===== src/rtl/alarm_unit.sv =====
// Alarm clock controller: alarm-time adjust, arm/ring/snooze FSM with timed auto-stop.
// Define ALARM_SNOOZE_EN to enable the snooze state and its counter.
`timescale 1ns/1ps
module alarm_unit #(
  parameter int RING_SECS   = 60,
  parameter int SNOOZE_SECS = 300
) (
  input  logic        clk,
  input  logic        reset,
  input  logic        tick_1s,
  input  logic [12:0] time_bcd,
  input  logic        set_en,
  input  logic        inc_min,
  input  logic        dec_min,
  input  logic        inc_hr,
  input  logic        dec_hr,
  input  logic        arm,
  input  logic        stop,
  input  logic        snooze,
  output logic [12:0] alarm_bcd,
  output logic        ringing,
  output logic        buzzer,
  output logic [1:0]  state_o
);

  typedef enum logic [1:0] {
    IDLE    = 2'b00,
    ARMED   = 2'b01,
    RINGING = 2'b10,
    SNOOZE  = 2'b11
  } state_t;

  localparam int MAX_SECS = (RING_SECS > SNOOZE_SECS) ? RING_SECS : SNOOZE_SECS;
  localparam int CW       = $clog2(MAX_SECS + 1);
  localparam logic [CW-1:0] RING_LAST = CW'(RING_SECS - 1);

  state_t        state, state_n;
  logic [CW-1:0] ring_cnt;
  logic          beep, beep_n;
  logic          match, match_q;
  logic          snooze_req;
  logic          snooze_done;
  logic [12:0]   alarm_n;

  // Minutes field {tens[2:0], units[3:0]}, BCD 00..59, no carry out.
  function automatic logic [6:0] min_inc(input logic [6:0] m);
    if (m[3:0] == 4'd9)
      return (m[6:4] == 3'd5) ? 7'h00 : {m[6:4] + 3'd1, 4'd0};
    return {m[6:4], m[3:0] + 4'd1};
  endfunction

  function automatic logic [6:0] min_dec(input logic [6:0] m);
    if (m[3:0] == 4'd0)
      return (m[6:4] == 3'd0) ? 7'h59 : {m[6:4] - 3'd1, 4'd9};
    return {m[6:4], m[3:0] - 4'd1};
  endfunction

  // Hours field {tens[1:0], units[3:0]}, BCD 00..23.
  function automatic logic [5:0] hr_inc(input logic [5:0] h);
    if (h == 6'h23)
      return 6'h00;
    if (h[3:0] == 4'd9)
      return {h[5:4] + 2'd1, 4'd0};
    return {h[5:4], h[3:0] + 4'd1};
  endfunction

  function automatic logic [5:0] hr_dec(input logic [5:0] h);
    if (h == 6'h00)
      return 6'h23;
    if (h[3:0] == 4'd0)
      return {h[5:4] - 2'd1, 4'd9};
    return {h[5:4], h[3:0] - 4'd1};
  endfunction

  assign match   = (time_bcd == alarm_bcd);
  assign state_o = state;

`ifdef ALARM_SNOOZE_EN
  localparam logic [CW-1:0] SNOOZE_LAST = CW'(SNOOZE_SECS - 1);
  logic [CW-1:0] snooze_cnt;

  assign snooze_req  = snooze;
  assign snooze_done = tick_1s && (snooze_cnt == SNOOZE_LAST);

  always_ff @(posedge clk) begin
    if (reset)
      snooze_cnt <= '0;
    else if (state == SNOOZE && state_n == SNOOZE)
      snooze_cnt <= snooze_cnt + CW'(tick_1s);
    else
      snooze_cnt <= '0;
  end
`else
  logic unused_snooze;

  assign snooze_req    = 1'b0;
  assign snooze_done   = 1'b0;
  assign unused_snooze = snooze;
`endif

  always_comb begin
    alarm_n = alarm_bcd;
    if (set_en) begin
      if (inc_min && !dec_min)
        alarm_n[6:0] = min_inc(alarm_bcd[6:0]);
      else if (dec_min && !inc_min)
        alarm_n[6:0] = min_dec(alarm_bcd[6:0]);
      if (inc_hr && !dec_hr)
        alarm_n[12:7] = hr_inc(alarm_bcd[12:7]);
      else if (dec_hr && !inc_hr)
        alarm_n[12:7] = hr_dec(alarm_bcd[12:7]);
    end
  end

  always_comb begin
    state_n = state;
    case (state)
      IDLE:    if (arm && !set_en) state_n = ARMED;
      ARMED:   if (match && !match_q && !set_en) state_n = RINGING;
      RINGING: begin
        if (stop)
          state_n = ARMED;
        else if (snooze_req)
          state_n = SNOOZE;
        else if (tick_1s && ring_cnt == RING_LAST)
          state_n = ARMED;
      end
      SNOOZE: begin
        if (stop)
          state_n = ARMED;
        else if (snooze_done)
          state_n = RINGING;
      end
    endcase
    if (!arm)
      state_n = IDLE;
  end

  // Beep only runs while staying in RINGING, so every ring episode starts silent.
  assign beep_n = (state == RINGING && state_n == RINGING) ? (beep ^ tick_1s) : 1'b0;

  always_ff @(posedge clk) begin
    if (reset) begin
      state     <= IDLE;
      alarm_bcd <= '0;
      ring_cnt  <= '0;
      beep      <= 1'b0;
      match_q   <= 1'b0;
      ringing   <= 1'b0;
      buzzer    <= 1'b0;
    end else begin
      state     <= state_n;
      alarm_bcd <= alarm_n;
      match_q   <= match;
      beep      <= beep_n;
      ringing   <= (state_n == RINGING);
      buzzer    <= (state_n == RINGING) && beep_n;
      if (state == RINGING && state_n == RINGING)
        ring_cnt <= ring_cnt + CW'(tick_1s);
      else
        ring_cnt <= '0;
    end
  end

endmodule


===== config.mk =====
export PLATFORM = sky130hd
export DESIGN_NAME = alarm_unit
export DESIGN_NICKNAME = d
export VERILOG_FILES = /design/src/rtl/alarm_unit.sv
export SDC_FILE = /design/constraint.sdc
export NUM_CORES = 1
export LEC_CHECK = 0
export ABC_AREA = 1
export BUFFER_PORTS_ARGS = -buffer_cell sky130_fd_sc_hd__buf_2
export CAP_MARGIN = 20
export CORE_MARGIN = 3
export CORE_UTILIZATION = 40
export DETAILED_ROUTE_END_ITERATION = 16
export HOLD_SLACK_MARGIN = 0.15
export PLACE_DENSITY = 0.63
export SLEW_MARGIN = 20
export SYNTH_ARGS = -nofsm -noshare
export SYNTH_HDL_FRONTEND = slang
export SYNTH_SLANG_ARGS = --single-unit

===== constraint.sdc =====
create_clock -name clk -period 2.2 [get_ports clk]
set_clock_uncertainty 0.05 [all_clocks]
set_input_delay 0.66 -clock clk [delete_from_list [all_inputs] [get_ports clk]]
set_output_delay 0.66 -clock clk [all_outputs]
set_load 0.03 [all_outputs]

==> impl_results.md <==
- Fmax: 558 MHz
- Initial DRC Count: ~100
- Fin area: ~0.0022 mm^2
- Routed WL: 4090 um
- EDFF count, synth: 0
- Fin nets: 351
- Top cells by area, synth: dfxtp_1 (30%), nand2_1 (9.8%), inv_1 (8.9%), ha_1 (7.5%), nor2_1 (6.1%)
- Critical path arrival: between 1500 and 2000 ps
- Final Hold Fails: 0
- Clock root buffer: clkbuf_8
- CTS Buffer Depth: 2
- DRC: 0
- Worst Setup SP: alarm_bcd[8]
- Skew-Pair Late Insertion Delay: between 200 and 300 ps
- Die area: between 0.005 and 0.006 mm^2
- Clk slew on worst S/H paths: ~100 ps
- Distinct cell type count after synthesis: 31
- Worst-path fanout max: 11
- Flops & latches, synth: 28
- Pwr dens: approximately 600 mW/mm^2
- Mean post-synth cell area: slightly below 7 um^2
- CTS tree: yes
- Initial antenna violation count: 0
- Vias per inst: between 4 and 5
- Final Max Tran Viols: 0
- CTS Buf Count: 3
- Via Count: 1813
- Synthesized instance count: approximately 270
- Hold-fix buffers, CTS: 0
- Post-cts sizing count: 0
- Crit start category: register
- Cell with the most instances after synthesis: nand2_1
- Core Rows: 24
- Inst Count DP: between 300 and 400
- Area growth from synthesis to layout: 18.4%
- WL per Instance: roughly 11 um
- Post-CTS Setup Bufs: 0
- Synth Flop Type: dfxtp_1
- Post-layout min period: 1790 ps
- Non-Filler Instances: 367
- Async set-reset flop share out of synthesis: 0
- RSZ-0062 raised after global routing: no
- ANT nets after route: 0
- Setup TNS: 0 ps
- # port buffers: 39
- Clock tree sinks: 28
- Maximum vdd drop: 0.476 mV
- Fillers: roughly 460
- Initial Util: 0.418
- Int Power: between 0.9 and 1 mW
- Depth of the CTS H-tree: 1
- Worst min path class: register to register
- Critical hold path startpoint: beep
- Dpl cell area: 0.00211 mm^2
- Die H: about 74 um
- Worst hold slack: about 500 ps
- 1st-pass router iterations: 4
- Max-slew headroom at the worst pin: 0.769
- Post-Syn Nets: ~310
- Commonest cells post-synth: nand2_1 (48), inv_1 (44), nor2_1 (30), dfxtp_1 (28), nand3_1 (15)
- Clock network fraction of total power: 0.316
- Synth warnings: 0
- Core area: approximately 0.0044 mm^2
- Post-DP HPWL: ~3200 um
- Yosys top cell by area: dfxtp_1
- ANT cells: 0
- Layout cell share with drive strength beyond 1: 0.222
- Data required, critical path: roughly 2400 ps
- Max cap viols: 0
- Critical path type: register to register
- Largest net degree at the start of global routing: 17
- GP Congestion: around 0.90
- FF-to-FF Start: alarm_bcd[8]
- Logic pwr share: 0.259
- Grt ovf: 0
- First-pass GRT wire length: between 6000 and 7000 um
- CP Capture Type: register
- Placement Setup Slack: between 150 and 200 ps
- Setup WS post-layout: around 410 ps
- Number of global-route vias before repair: between 1500 and 2000
- Post-synthesis cell area: ~0.0018 mm^2
- Period utilization: 0.815
- Least-Margin Pin Slew: ~340 ps
- Leakage: around 1.1 nW
- Switching Share: 0.317
- Final setup vio count: 0
- Outcome: complete, no violations
- Die width: 73.9 um
- Area share of the leading cell type in the synthesized netlist: 0.304
- Seq/Total Area, Yosys: 0.304
- Net switching power: 0.419 mW
- GRT Resource Usage Total: 0.156
- Power share of the sequential group: 0.426
- IO Count: 41
==> flip-flops by register name (all words and copies together) (netlist names) <==
| register | count |
|---|---|
| ringing | 1 |
| buzzer | 1 |
| alarm_bcd | 13 |
| match_q | 1 |
| state_o | 2 |
| ring_cnt | 9 |
| beep | 1 |
==> kinds of logic after synthesis <==
logic type      after synthesis  synth area share
compound gates               47             0.154
simple gates                117             0.283
xor+xnor                     15            0.0712
buf+inv                      53             0.114
flops                        28             0.304
fa+ha+maj                    11            0.0746
==> power by group through the flow <==
| stage | clock network, mW | logic [mW] | registers, mW |
|---|---|---|---|
| finish | 0.417 | 0.342 | 0.562 |
| global route | 0.453 | 0.389 | 0.568 |
| CTS | 0.433 | 0.341 | 0.563 |
| detailed placement | 0 | 0.339 | 0.574 |
| global placement | 0 | 0.336 | 0.574 |
| floorplan | 0 | 0.203 | 0.612 |
==> per-layer routing <==
metal | global-route usage | share of wire | up-vias
met5 | 0 | 0 | -
met4 | 0.0402 | 0.0061 | 0
met3 | 0.0369 | 0.059 | 6
met2 | 0.243 | 0.46 | 50
met1 | 0.216 | 0.47 | 801
li1 | - | - | 956
==> stage by stage <==
| step | power [mW] | utilization |
|---|---|---|
| finish | 1.32 | 0.495 |
| global route | 1.41 | 0.495 |
| CTS | 1.34 | 0.495 |
| detailed placement | 0.913 | 0.479 |
| global placement | 0.909 | 0.479 |
| floorplan | 0.815 | - |
==> cells in the final DEF (no fill, tap or decap), types with 2 or more instances in the layout <==
cell | synthesis | layout
a211oi_1 | 3 | 3
a21oi_1 | 14 | 14
a31oi_1 | 2 | 2
buf_2 | 0 | 39
buf_4 | 1 | 4
clkbuf_8 | 0 | 3
dfxtp_1 | 28 | 28
ha_1 | 11 | 11
inv_1 | 44 | 44
inv_2 | 6 | 6
nand2_1 | 48 | 48
nand2_2 | 3 | 3
nand3_1 | 15 | 15
nand3_2 | 2 | 2
nor2_1 | 30 | 30
nor2_2 | 11 | 11
nor3_1 | 4 | 4
o211ai_1 | 3 | 3
o21ai_0 | 14 | 14
o31ai_1 | 5 | 5
o32ai_1 | 2 | 2
xnor2_1 | 8 | 8
xor2_1 | 7 | 7
==> layout make-up <==
type / count / area (um^2) / area share
Clock buffer: 3 / 41.3 / 0.0189
Clock inverter: 1 / 30.0 / 0.0137
Inverter: 50 / 188 / 0.0859
Multi-Input combinational cell: 190 / 1070 / 0.492
Sequential cell: 28 / 561 / 0.257
Tap cell: 52 / 65.1 / 0.0298
Timing Repair Buffer: 43 / 225 / 0.103
==> worst paths after layout <==
kind	endpoint	slack, ps	cells after the start
max reg2reg	beep	410	13
min	buzzer	490	2
max	beep	410	13
min reg2reg	buzzer	490	2
==> critical path, cell delays in order (launching register included) <==
cell,delay [ps]
dfxtp_1,430
inv_1,140
nand2_1,80
nand2_1,50
nor2_1,130
nand2_1,100
nor2_2,120
nand3_2,90
nand2_1,80
nand2_2,60
nand2_2,70
nand3_2,60
buf_4,190
nor2_1,90
Power figures use the tool's default switching activity.
